==> config.mk <==
export PLATFORM = sky130hd
export DESIGN_NAME = fetch_pc_ctrl
export DESIGN_NICKNAME = d
export VERILOG_FILES = /design/src/rtl/fetch_pc_ctrl_pkg.sv /design/src/rtl/fetch_pc_ctrl_pc_reg.sv /design/src/rtl/fetch_pc_ctrl.sv
export SDC_FILE = /design/constraint.sdc
export NUM_CORES = 1
export LEC_CHECK = 0
export CAP_MARGIN = 20
export CORE_UTILIZATION = 45
export CTS_CLUSTER_SIZE = 12
export DETAILED_ROUTE_END_ITERATION = 12
export GPL_ROUTABILITY_DRIVEN = 0
export PLACE_DENSITY = 0.88
export SETUP_SLACK_MARGIN = 0.2
export SKIP_CTS_REPAIR_TIMING = 1
export SYNTH_ARGS = -nofsm -noshare
export SYNTH_HDL_FRONTEND = slang
export SYNTH_SLANG_ARGS = --single-unit
export TNS_END_PERCENT = 20
==> constraint.sdc <==
create_clock -name clk -period 1.9 [get_ports clk]
set_input_delay 0.38 -clock clk [delete_from_list [all_inputs] [get_ports clk]]
set_output_delay 0.38 -clock clk [all_outputs]
set_load 0.01 [all_outputs]
==> src/rtl/fetch_pc_ctrl_pkg.sv <==
// ============================================================================
// Module   : fetch_pc_ctrl_pkg
// Brief    : Shared widths, reset PC, increment and FSM state encoding.
// Revision : 1.0
// ============================================================================
`default_nettype none

package fetch_pc_ctrl_pkg;

  localparam int             ADDR_W   = 16;
  localparam logic [15:0]    RESET_PC = 16'h0000;
  localparam int             PC_INC   = 2;

  localparam logic [1:0]     ST_FETCH  = 2'b00;
  localparam logic [1:0]     ST_WAIT   = 2'b01;
  localparam logic [1:0]     ST_HALTED = 2'b10;

endpackage

`default_nettype wire

==> src/rtl/fetch_pc_ctrl_pc_reg.sv <==
// ============================================================================
// Module   : pc_reg
// Brief    : W-bit register with synchronous reset-to-value and load enable.
// Revision : 1.0
// ============================================================================
`default_nettype none

module pc_reg #(
  parameter int           W       = fetch_pc_ctrl_pkg::ADDR_W,
  parameter logic [W-1:0] RST_VAL = '0
) (
  input  logic         clk,
  input  logic         rst,
  input  logic         load,
  input  logic [W-1:0] d,
  output logic [W-1:0] q
);

  always_ff @(posedge clk) begin
    if (rst) begin
      q <= RST_VAL;
    end else if (load) begin
      q <= d;
    end
  end

endmodule

`default_nettype wire

==> src/rtl/fetch_pc_ctrl.sv <==
// ============================================================================
// Module   : fetch_pc_ctrl
// Brief    : Fetch PC controller with redirect squash, imem handshake, HALT.
// Revision : 1.0
// ============================================================================
`default_nettype none

module fetch_pc_ctrl #(
  parameter int                ADDR_W   = fetch_pc_ctrl_pkg::ADDR_W,
  parameter logic [ADDR_W-1:0] RESET_PC = fetch_pc_ctrl_pkg::RESET_PC,
  parameter int                PC_INC   = fetch_pc_ctrl_pkg::PC_INC
) (
  input  logic              clk,
  input  logic              rst,
  input  logic              brchcnd,
  input  logic [ADDR_W-1:0] brch_target,
  input  logic              jr_valid,
  input  logic [ADDR_W-1:0] jr_target,
  input  logic              halt,
  input  logic              stall,
  output logic              imem_req,
  output logic [ADDR_W-1:0] imem_addr,
  input  logic              imem_ready,
  output logic [ADDR_W-1:0] pc,
  output logic [ADDR_W-1:0] pc_plus2,
  output logic              fetch_valid,
  output logic              halted
);

  import fetch_pc_ctrl_pkg::*;

  logic [1:0]        state;
  logic              pend_v;
  logic [ADDR_W-1:0] pend_tgt;
  logic              active;
  logic              done;
  logic              redir;
  logic [ADDR_W-1:0] target;
  logic              halt_take;
  logic              pc_load;
  logic [ADDR_W-1:0] pc_next;
  logic              pend_load;

  pc_reg #(.W(ADDR_W), .RST_VAL(RESET_PC)) u_pc (
    .clk  (clk),
    .rst  (rst),
    .load (pc_load),
    .d    (pc_next),
    .q    (pc)
  );

  pc_reg #(.W(ADDR_W), .RST_VAL('0)) u_pend_tgt (
    .clk  (clk),
    .rst  (rst),
    .load (pend_load),
    .d    (target),
    .q    (pend_tgt)
  );

  always_comb begin
    active      = (state != ST_HALTED);
    imem_req    = ~rst & active;
    imem_addr   = pc;
    pc_plus2    = pc + ADDR_W'(PC_INC);
    halted      = ~rst & (state == ST_HALTED);
    done        = imem_req & imem_ready;
    redir       = jr_valid | brchcnd;
    target      = jr_valid ? jr_target : brch_target;
    // A halt seen alongside a redirect (live or pending) is on the wrong path.
    halt_take   = imem_req & halt & ~redir & ~pend_v;
    fetch_valid = done & ~halt_take & ~pend_v & ~redir & ~stall;
    // Only the oldest redirect is remembered while the fetch is outstanding.
    pend_load   = imem_req & ~done & ~halt_take & redir & ~pend_v;
    pc_load     = 1'b0;
    pc_next     = pc_plus2;
    if (done && !halt_take) begin
      pc_load = 1'b1;
      if (pend_v) begin
        pc_next = pend_tgt;
      end else if (redir) begin
        pc_next = target;
      end else if (stall) begin
        pc_next = pc;
      end else begin
        pc_next = pc_plus2;
      end
    end
  end

  always_ff @(posedge clk) begin
    if (rst) begin
      state  <= ST_FETCH;
      pend_v <= 1'b0;
    end else if (halt_take) begin
      state  <= ST_HALTED;
    end else if (done) begin
      state  <= ST_FETCH;
      pend_v <= 1'b0;
    end else if (active) begin
      state  <= ST_WAIT;
      if (pend_load) begin
        pend_v <= 1'b1;
      end
    end
  end

endmodule

`default_nettype wire
==> flow_summary_export.csv, run 1 <==
group,metric,value,unit
status,status,"finished, violations left",
status,violations,"setup timing",
worst_setup_path,r2r_end,"u_pc.q[11]",
drt,antenna_left,0,
yosys,synth-warning-count,0,
worst_setup_path,arrival,1.67,ns
yosys,synth_area,0.00244,sq mm
global_route,antenna_found_initial,0,
floorplan,die_w,75.6,um
pwr,switchingPower,692,uW
floorplan,die_h,75.6,um
clock_tree,clockBufferDepth,2,
clock_tree,cts.sinks,35,
worst_setup_path,worst-path-max-fanout,4,
timing,timing.fmax,488,MHz
floorplan,dieArea,0.00572,sq mm
hold_path,min-delay-start,"u_pend_tgt.q[12]",
layout,area_growth,73.7,%
yosys,synthesis.nets,336,
worst_setup_path,required,1.52,ns
yosys,ys.flop_type,"dfxtp_1",
floorplan,rows,26,
global_route,grt_use_total,28.3,%
layout,final_common_cell,"buf_4",
timing,hold_viol_final,0,
floorplan,start_util,47.2,%
timing,report.final.slew_viol_count,0,
timing,skew,0.00397,ns
timing,finalSetupViolCount,7,
timing,tightest_slew,0.460,ns
clock_tree,cts_tree,"yes",
drt,via_count,3054,
yosys,ys_seq_area_share,28.7,%
worst_setup_path,critPathLaunchType,"flip-flop",
clock_tree,ctsHtreeMaxLevel,2,
global_route,grt_pass1_wl,12100,um
pwr,clockPowerShare,27.4,%
yosys,synth_edf_count,0,
pwr,p_leak,2.23,nW
pwr,total_power,2.21,mW
worst_setup_path,worstSetupEndpointType,"primary output",
layout,final_cell_mix,"buf_4 (62), clkdlybuf4s50_1 (40), dlymetal6s2s_1 (34), dfxtp_1 (25), nor2_1 (22)",
placed_design,portBuffers,89,
timing,hold_ws,0.502,ns
drt,drtPass1Iterations,6,
global_route,grt_max_degree,30,
yosys,syn_inst,296,
pwr,seqPwrFrac,37.4,%
drt,drt-initial-drc-count,378,
drt,detail_route.drc_violations,0,
yosys,async_reset_ff_share,0,%
yosys,ys_ff_latch,35,
layout,num-nets-final,470,
timing,post-route-period-util,108,%
placed_design,dp_slack,-0.414,ns
floorplan,core,0.00517,sq mm
drt,wl,9930,um
timing,setup_slack,-0.149,ns
hold_path,hold_end,"u_pend_tgt.q[12]",
timing,rsz0062_at_grt,"yes",
job,cap_violations,0,
pwr,switching_share,31.3,%
clock_tree,cts_root_buffer,"clkbuf_8",
timing,relSlewSlack,69.3,%
clock_tree,clk_latency,0.29,ns
placed_design,dpl.hpwl,5880,um
yosys,syn_area_per_cell,8.24,sq um
worst_setup_path,crit_start,"u_pc.q[2]",
drt,post_drt_via_cell_ratio,6.10,
worst_setup_path,ff2ff_setup_slack,0.17,ns
layout,antenna_cells,0,
pwr,p_comb_share,35.2,%
layout,drive_gt1_share,36.7,%
pwr,irDropWorstVdd,0.000416,V
global_route,grt_pass1_vias,2538,
clock_tree,clk_pin_slew,0.07,ns
timing,fin_crit,2.05,ns
drt,routedWlPerCell,19.8,um
floorplan,num_io_pins,90,
global_route,overflow,0,
pwr,internal_power,1.52,mW
hold_path,holdPathStages,2,
worst_setup_path,worstRegToRegCells,8,
worst_setup_path,criticalPathCategory,"reg2out",
pwr,cellPowerDensity,522,mW/mm^2
yosys,synth.distinct_cells,55,
worst_setup_path,reg2reg_from,"u_pc.q[2]",
hold_path,hold_class,"reg2reg",
clock_tree,cts_made_buffers,5,
cell type report:
cell class,instances,area [sq um]
timing repair buffer,167,1580
fill,276,933
clock buffer,8,100
inverter,14,52.6
tap,70,87.6
multi-input combinational,207,1700
sequential,35,718
metrics by stage:
stage                     util, %  std cells  setup TNS [ns]  cell area (sq um)
after floorplan                 -        296               0               2450
after global placement       71.2        478           -7.72               3680
after detailed placement     71.2        478           -9.49               3680
after CTS                    73.1        486           -6.77               3780
after global routing         82.0        501           -1.04               4240
final                        82.0        501          -0.580               4240
kinds of logic (layout without fill, tap and decap cells):
group / after synthesis / in the layout / share of synthesized area, %
and+or+nand+nor: 92 / 92 / 20.2
buffers and inverters: 54 / 189 / 12.6
AOI/OAI and AO/OA: 89 / 89 / 28.3
adders and majority gates: 1 / 1 / 0.513
DFF: 35 / 35 / 28.7
muxes: 15 / 15 / 6.15
xor gates and xnor gates: 10 / 10 / 3.59
worst max-delay path, stage by stage, from the launching register on:
cell	delay (ns)
dfxtp_2	0.37
ha_4	0.17
buf_6	0.09
and3_4	0.21
and4_4	0.23
xor2_2	0.16
buf_2	0.15
worst max-delay path by stage:
stage,endpoint,slack [ns],cells past startpoint
2_1_floorplan,pc_plus2[15],0.15,4
3_3_place_gp,fetch_valid,-0.38,4
3_5_place_dp,u_pc.q[7],-0.41,7
4_1_cts,pc_plus2[15],-0.50,5
5_1_grt,pc_plus2[15],-0.20,6
6_report,pc_plus2[15],-0.15,6
metal layers:
layer / GRT usage [%] / vias to the layer above / wire [um]
li1: - / 1344 / -
met1: 36.9 / 1452 / 4020
met2: 46.9 / 212 / 4790
met3: 5.69 / 46 / 736
met4: 9.67 / 0 / 389
met5: 0 / - / 0
synth_stat cells, types with 2 or more instances:
cell type  count  area (sq um)
and3b_1        2          17.5
clkbuf_1      11          41.3
o22ai_1        2          12.5
or2_2          3          18.8
a21oi_1       16          80.1
nor2b_1        5          31.3
nor2_1        24          90.1
o2bb2ai_1      3          26.3
buf_2          5          25.0
xnor2_1        8          70.1
buf_4         18           135
a221o_1        6          60.1
nand2_1       14          52.6
a211oi_2       3          37.5
a221oi_1       6          52.6
inv_1         14          52.6
and2_1         5          31.3
o21a_1         2          15.0
dfxtp_1       35           701
nand4_1        5          31.3
buf_1          2          7.51
and4_1         5          43.8
mux2i_1       15           150
nand2b_1       9          56.3
nor3_1         4          20.0
nand3_1        7          35.0
xor2_1         2          17.5
a21o_1         2          15.0
o21ai_0       10          50.1
o31ai_1        5          37.5
a32o_1         3          30.0
buf_6          4          45.0
and3_1         4          25.0
a211oi_1      16           120
power groups by stage:
stage	clock network, mW	registers (mW)	logic [mW]
after floorplan	0	0.852	0.320
after global placement	0	0.829	0.673
after detailed placement	0	0.833	0.697
after CTS	0.599	0.817	0.703
after global routing	0.633	0.832	0.823
final	0.607	0.828	0.778
flip-flops by register name, indices dropped and copies added (netlist names):
register,count
pend_v,1
state,2
u_pc.q,16
u_pend_tgt.q,16
Power figures use the tool's default switching activity.
==> run 2: changes to the inputs <==
- ABC_AREA: unset -> 1
- CORE_UTILIZATION: 45 -> 44
- CTS_CLUSTER_DIAMETER: unset -> 30
==> run 2 against run 1 <==
  * The flow still finishes with violations (setup timing)
  * Synthesized cell count increased by 18%
  * Power increased by 2.3%
  * Register-to-register slack improved by 0.08 ns
  * Critical path depth increased by 1
  * Count of clock-buffer cells in the layout decreased by 2
  * Largest cell class is now non-clock buffers
==> flow_summary_export.csv, run 2 <==
group,metric,value,unit
pwr,switchingPower,682,uW
layout,drive_gt1_share,32.7,%
status,status,"finished, violations left",
yosys,synth-warning-count,0,
pwr,cellPowerDensity,582,mW/mm^2
job,cap_violations,0,
drt,detail_route.drc_violations,0,
timing,setup_slack,-0.0572,ns
layout,final_cell_mix,"nand2_1 (79), buf_4 (58), clkdlybuf4s50_1 (44), nor2_1 (41), dlymetal6s2s_1 (33)",
worst_setup_path,criticalPathCategory,"reg2out",
pwr,seqPwrFrac,36.8,%
global_route,antenna_found_initial,0,
clock_tree,cts_tree,"yes",
pwr,p_leak,2.13,nW
worst_setup_path,worst-path-max-fanout,3,
floorplan,start_util,47.2,%
timing,hold_ws,0.463,ns
global_route,grt_use_total,27.1,%
clock_tree,clk_pin_slew,0.08,ns
pwr,p_comb_share,31.1,%
global_route,grt_pass1_wl,11500,um
clock_tree,cts.sinks,35,
yosys,synth_top_area_share,30.4,%
yosys,ys_ff_latch,35,
yosys,synth_area,0.00230,sq mm
drt,antenna_left,0,
worst_setup_path,crit_chain,"ha_4, nand3_4, inv_2, nand2_1, o21ai_1, and2_1, clkbuf_2",
worst_setup_path,required,1.52,ns
layout,nFillCells,335,
pwr,clockPowerShare,32.0,%
layout,area_growth,68.8,%
timing,fin_crit,1.96,ns
drt,via_count,2881,
yosys,synthesis.nets,388,
yosys,yosysTopAreaCell,"dfxtp_1",
floorplan,die_w,74.4,um
clock_tree,clk_latency,0.30,ns
layout,final_cell_area,0.00389,sq mm
yosys,ys_seq_area_share,30.4,%
timing,rsz0062_at_grt,"yes",
floorplan,rows,25,
pwr,internal_power,1.58,mW
drt,wl,8030,um
yosys,async_reset_ff_share,0,%
yosys,syn_inst,348,
yosys,synthTopCellsByArea,"dfxtp_1 (30%), nand2_1 (15%), nor2_1 (7.7%)",
drt,drtPass1Iterations,8,
hold_path,hold_class,"reg2reg",
timing,finalSetupViolCount,3,
yosys,ys.flop_type,"dfxtp_1",
worst_setup_path,critPathLaunchType,"flip-flop",
timing,setup_tns,-0.0704,ns
layout,multi_input_area,0.00141,sq mm
pwr,switching_share,30.2,%
drt,routedWlPerCell,14.8,um
floorplan,num_io_pins,90,
global_route,grt_pass1_vias,2523,
layout,seq_area,726,sq um
worst_setup_path,cp_top_family,"flip-flops",
clock_tree,ctsHtreeMaxLevel,2,
worst_setup_path,crit_slowest_cell,"dfxtp_2",
timing,report.final.slew_viol_count,0,
worst_setup_path,crit_buf_inv,2,
placed_design,dpl_cell_area,0.00346,sq mm
floorplan,core,0.00488,sq mm
drt,post_drt_via_cell_ratio,5.30,
worst_setup_path,worstSetupEndpointType,"primary output",
yosys,synth_common_cells,"nand2_1 (90), nor2_1 (47), dfxtp_1 (35)",
yosys,synth.most_common_cell,"nand2_1",
yosys,synth_edf_count,0,
worst_setup_path,arrival,1.58,ns
placed_design,portBuffers,89,
clock_tree,cts_root_buffer,"clkbuf_8",
timing,post-route-period-util,103,%
status,violations,"setup timing",
global_route,grt_max_degree,21,
floorplan,die_h,74.4,um
layout,num-nets-final,516,
yosys,synth.distinct_cells,34,
timing,hold_viol_final,0,
clock_tree,cts_made_buffers,5,
drt,drt-initial-drc-count,216,
timing,tightest_slew,0.343,ns
timing,skew,0.00959,ns
floorplan,dieArea,0.00553,sq mm
timing,relSlewSlack,76.9,%
placed_design,dpl.hpwl,5150,um
layout,top_regs,"u_pc.q (16), u_pend_tgt.q (16), state (2)",
timing,timing.fmax,511,MHz
layout,final_common_cell,"nand2_1",
global_route,overflow,0,
layout,antenna_cells,0,
worst_setup_path,cpPeakStageDelay,0.37,ns
yosys,syn_area_per_cell,6.62,sq um
pwr,irDropWorstVdd,0.000365,V
clock_tree,clockBufferDepth,2,
## run 2: cell count changes after synthesis, sizes merged, moves of 11 or more
cell / previous run / this run
nand2: 14 / 93
inv: 14 / 27
a211oi: 19 / 8
nor2: 24 / 53
o21ai: 10 / 37
mux2i: 15 / 0
## run 2: power groups by stage
stage	clock [mW]	sequential [mW]	combinational, mW
5_1_grt	0.763	0.838	0.764
2_1_floorplan	0	0.855	0.320
3_3_place_gp	0	0.835	0.654
4_1_cts	0.730	0.822	0.681
6_report	0.725	0.833	0.704
3_5_place_dp	0	0.838	0.673
## run 2: worst paths after layout
| check | from | cells past startpoint | to | slack [ns] |
|---|---|---|---|---|
| max reg2reg | state[0] | 9 | u_pc.q[11] | 0.25 |
| max | u_pc.q[1] | 7 | pc_plus2[11] | -0.06 |
| min reg2reg | u_pend_tgt.q[8] | 2 | u_pend_tgt.q[8] | 0.46 |
| min | u_pend_tgt.q[8] | 2 | u_pend_tgt.q[8] | 0.46 |
## run 2: routing by layer
| layer | wire, um | up-vias | track usage [%] |
|---|---|---|---|
| met4 | 283 | 0 | 10.1 |
| met1 | 3050 | 1310 | 33.5 |
| li1 | - | 1366 | - |
| met3 | 642 | 31 | 5.69 |
| met2 | 4060 | 174 | 46.5 |
| met5 | 0 | - | 0 |
## run 2: stage by stage
stage | power (mW) | utilization [%] | std cells | worst slack, ns
finish | 2.26 | 79.7 | 544 | -0.0572
global route | 2.37 | 79.7 | 544 | -0.141
CTS | 2.23 | 73.3 | 533 | -0.559
detailed placement | 1.51 | 70.8 | 525 | -0.426
global placement | 1.49 | 70.8 | 525 | -0.423
floorplan | 1.17 | - | 348 | 0.275
## run 2: area by class of cell
cell class	count	area share [%]
well taps	67	2.16
clock inverters	2	0.997
clock buffers	6	2.12
multi-input cells	254	36.1
flip-flops and latches	35	18.7
inverters	27	2.73
repair buffers	153	37.2
## run 2: worst reg2reg max path, stage by stage (launching register included)
cell and delay [ns]:
dfxtp_2 0.34, inv_2 0.04, nand2_2 0.10, nand2_2 0.10, nor2_4 0.14, nand2_2 0.07
buf_4 0.16, nor2_8 0.23, o21ai_0 0.17, a21oi_1 0.22
## run 2: logic make-up (layout without fill, tap and decap cells)
kind of cell	count (synthesis)	after routing	share of synthesized area (%)
buffers and inverters	59	188	14.8
xor gates and xnor gates	4	4	1.52
and+or+nand+nor	176	176	34.2
AOI/OAI and AO/OA	73	73	18.5
adders and majority gates	1	1	0.543
DFF	35	35	30.4
==> run 3: changes to the inputs <==
- CORE_MARGIN: unset -> 2
- GPL_ROUTABILITY_DRIVEN: 0 -> 1
==> run 3 against run 2 <==
  * Combinational power rose by 2%
  * Clock skew fell by 0.0056 ns
  * The run now ends clean
  * Sequential power barely moved
  * Via count fell by 1.1%
  * Worst setup slack improved by 0.058 ns
==> flow_summary_export.csv, run 3 (synthesis results as in run 2) <==
group,metric,value,unit
worst_setup_path,worstSetupEndpointType,"primary output",
layout,multi_input_area,0.00141,sq mm
layout,top_regs,"u_pc.q (16), u_pend_tgt.q (16), state (2)",
clock_tree,ctsHtreeMaxLevel,2,
timing,hold_ws,0.345,ns
worst_setup_path,cpPeakStageDelay,0.37,ns
placed_design,dpl_cell_area,0.00349,sq mm
hold_path,min-delay-start,"halt",
timing,fin_crit,1.90,ns
layout,drive_gt1_share,31.9,%
layout,final_common_cell,"nand2_1",
worst_setup_path,arrival,1.52,ns
floorplan,die_w,76.4,um
worst_setup_path,cp_top_family,"simple AND/OR/NAND/NOR gates",
placed_design,dpl.hpwl,5530,um
clock_tree,clk_pin_slew,0.07,ns
timing,post-route-period-util,99.9,%
layout,seq_area,723,sq um
worst_setup_path,worstRegToRegCells,12,
worst_setup_path,path_common_cell,"nand2_1",
layout,fin_cells,546,
timing,hold_viol_final,0,
floorplan,dieArea,0.00583,sq mm
drt,detail_route.drc_violations,0,
worst_setup_path,worst-path-max-fanout,4,
drt,via_count,2850,
layout,nFillCells,372,
layout,final_cell_mix,"nand2_1 (80), buf_4 (56), nor2_1 (42), clkdlybuf4s50_1 (42), dlymetal6s2s_1 (34)",
clock_tree,cts_root_buffer,"clkbuf_8",
drt,routedWlPerCell,14.9,um
layout,final_cell_area,0.00386,sq mm
timing,rsz0062_at_grt,"yes",
layout,area_growth,67.5,%
global_route,antenna_found_initial,0,
floorplan,die_h,76.4,um
timing,timing.fmax,527,MHz
floorplan,core,0.00507,sq mm
worst_setup_path,crit_buf_inv,2,
drt,drtPass1Iterations,5,
worst_setup_path,ff2ff_setup_slack,0.34,ns
floorplan,num_io_pins,90,
worst_setup_path,critical_path_cell_count,7,
worst_setup_path,crit_chain,"buf_6, nand3_2, nor2_4, nand3_1, nand2_1, nand2_1, dlymetal6s2s_1",
worst_setup_path,reg2reg_from,"u_pc.q[1]",
status,status,"complete, no violations",
worst_setup_path,r2r_end,"u_pc.q[8]",
global_route,grt_max_degree,21,
layout,antenna_cells,0,
worst_setup_path,critPathLaunchType,"flip-flop",
timing,relSlewSlack,75.0,%
worst_setup_path,criticalPathCategory,"reg2out",
drt,post_drt_via_cell_ratio,5.22,
global_route,grt_pass1_vias,2782,
clock_tree,clockBufferDepth,2,
pwr,cellPowerDensity,558,mW/mm^2
worst_setup_path,endpoint,"pc_plus2[14]",
timing,tightest_slew,0.371,ns
timing,finalSetupViolCount,0,
placed_design,place.gp.congestion,0.838,
pwr,irDropWorstVdd,0.000455,V
clock_tree,cts.sinks,35,
timing,skew,0.00403,ns
job,cap_violations,0,
placed_design,portBuffers,89,
global_route,grt_pass1_wl,12200,um
drt,wl,8140,um
worst_setup_path,required,1.52,ns
hold_path,hold_class,"in2reg",
clock_tree,cts_tree,"yes",
drt,drt-initial-drc-count,160,
floorplan,start_util,45.4,%
pwr,p_leak,2.14,nW
placed_design,dpl.cell_count,530,
global_route,overflow,0,
clock_tree,clk_latency,0.29,ns
drt,antenna_left,0,
worst_setup_path,crit_start,"u_pc.q[2]",
layout,num-nets-final,515,
clock_tree,cts_made_buffers,5,
global_route,grt_use_total,25.4,%
timing,report.final.slew_viol_count,0,
worst_setup_path,crit_slowest_cell,"dfxtp_2",
floorplan,rows,26,
timing,setup_tns,0,ns
## run 3: worst min-delay path by stage
stage                             to  slack [ns]  cells past startpoint
global placement    u_pend_tgt.q[10]        0.44                      2
detailed placement   u_pend_tgt.q[8]        0.45                      2
CTS                  u_pend_tgt.q[8]        0.46                      2
finish                      state[0]        0.34                      2
global route                state[0]        0.36                      2
floorplan           u_pend_tgt.q[10]        0.43                      2
## run 3: final cells by class
cell class	count	area share, %
inverter	27	2.76
timing repair buffer	152	37.2
tap	70	2.27
clock buffer	8	2.59
multi-input combinational	254	36.5
sequential	35	18.7
## run 3: routing by layer
layer  global-route usage (%)  wire length [um]  vias to the layer above  part of all wire, %
met3                     5.92               530                       20                  6.5
met2                     45.4              4290                      151                   53
met1                     29.0              3120                     1314                   38
met5                        0                 0                        -                    0
met4                     10.2               204                        0                  2.5
li1                         -                 -                     1365                    -
## run 3: power by group
part           internal, mW  leakage [nW]  switching [mW]
Clock                 0.331        0.0515           0.274
Combinational         0.369          1.80           0.347
Sequential            0.788         0.293          0.0434
Total                  1.49          2.14           0.664
## run 3: stage by stage
step / power [mW] / utilization (%) / worst slack (ns)
after floorplan: 1.17 / - / 0.275
after global placement: 1.50 / 68.7 / -0.400
after detailed placement: 1.53 / 68.7 / -0.419
after CTS: 2.12 / 70.7 / -0.549
after global routing: 2.25 / 76.0 / -0.0992
final: 2.15 / 76.0 / 0.00119
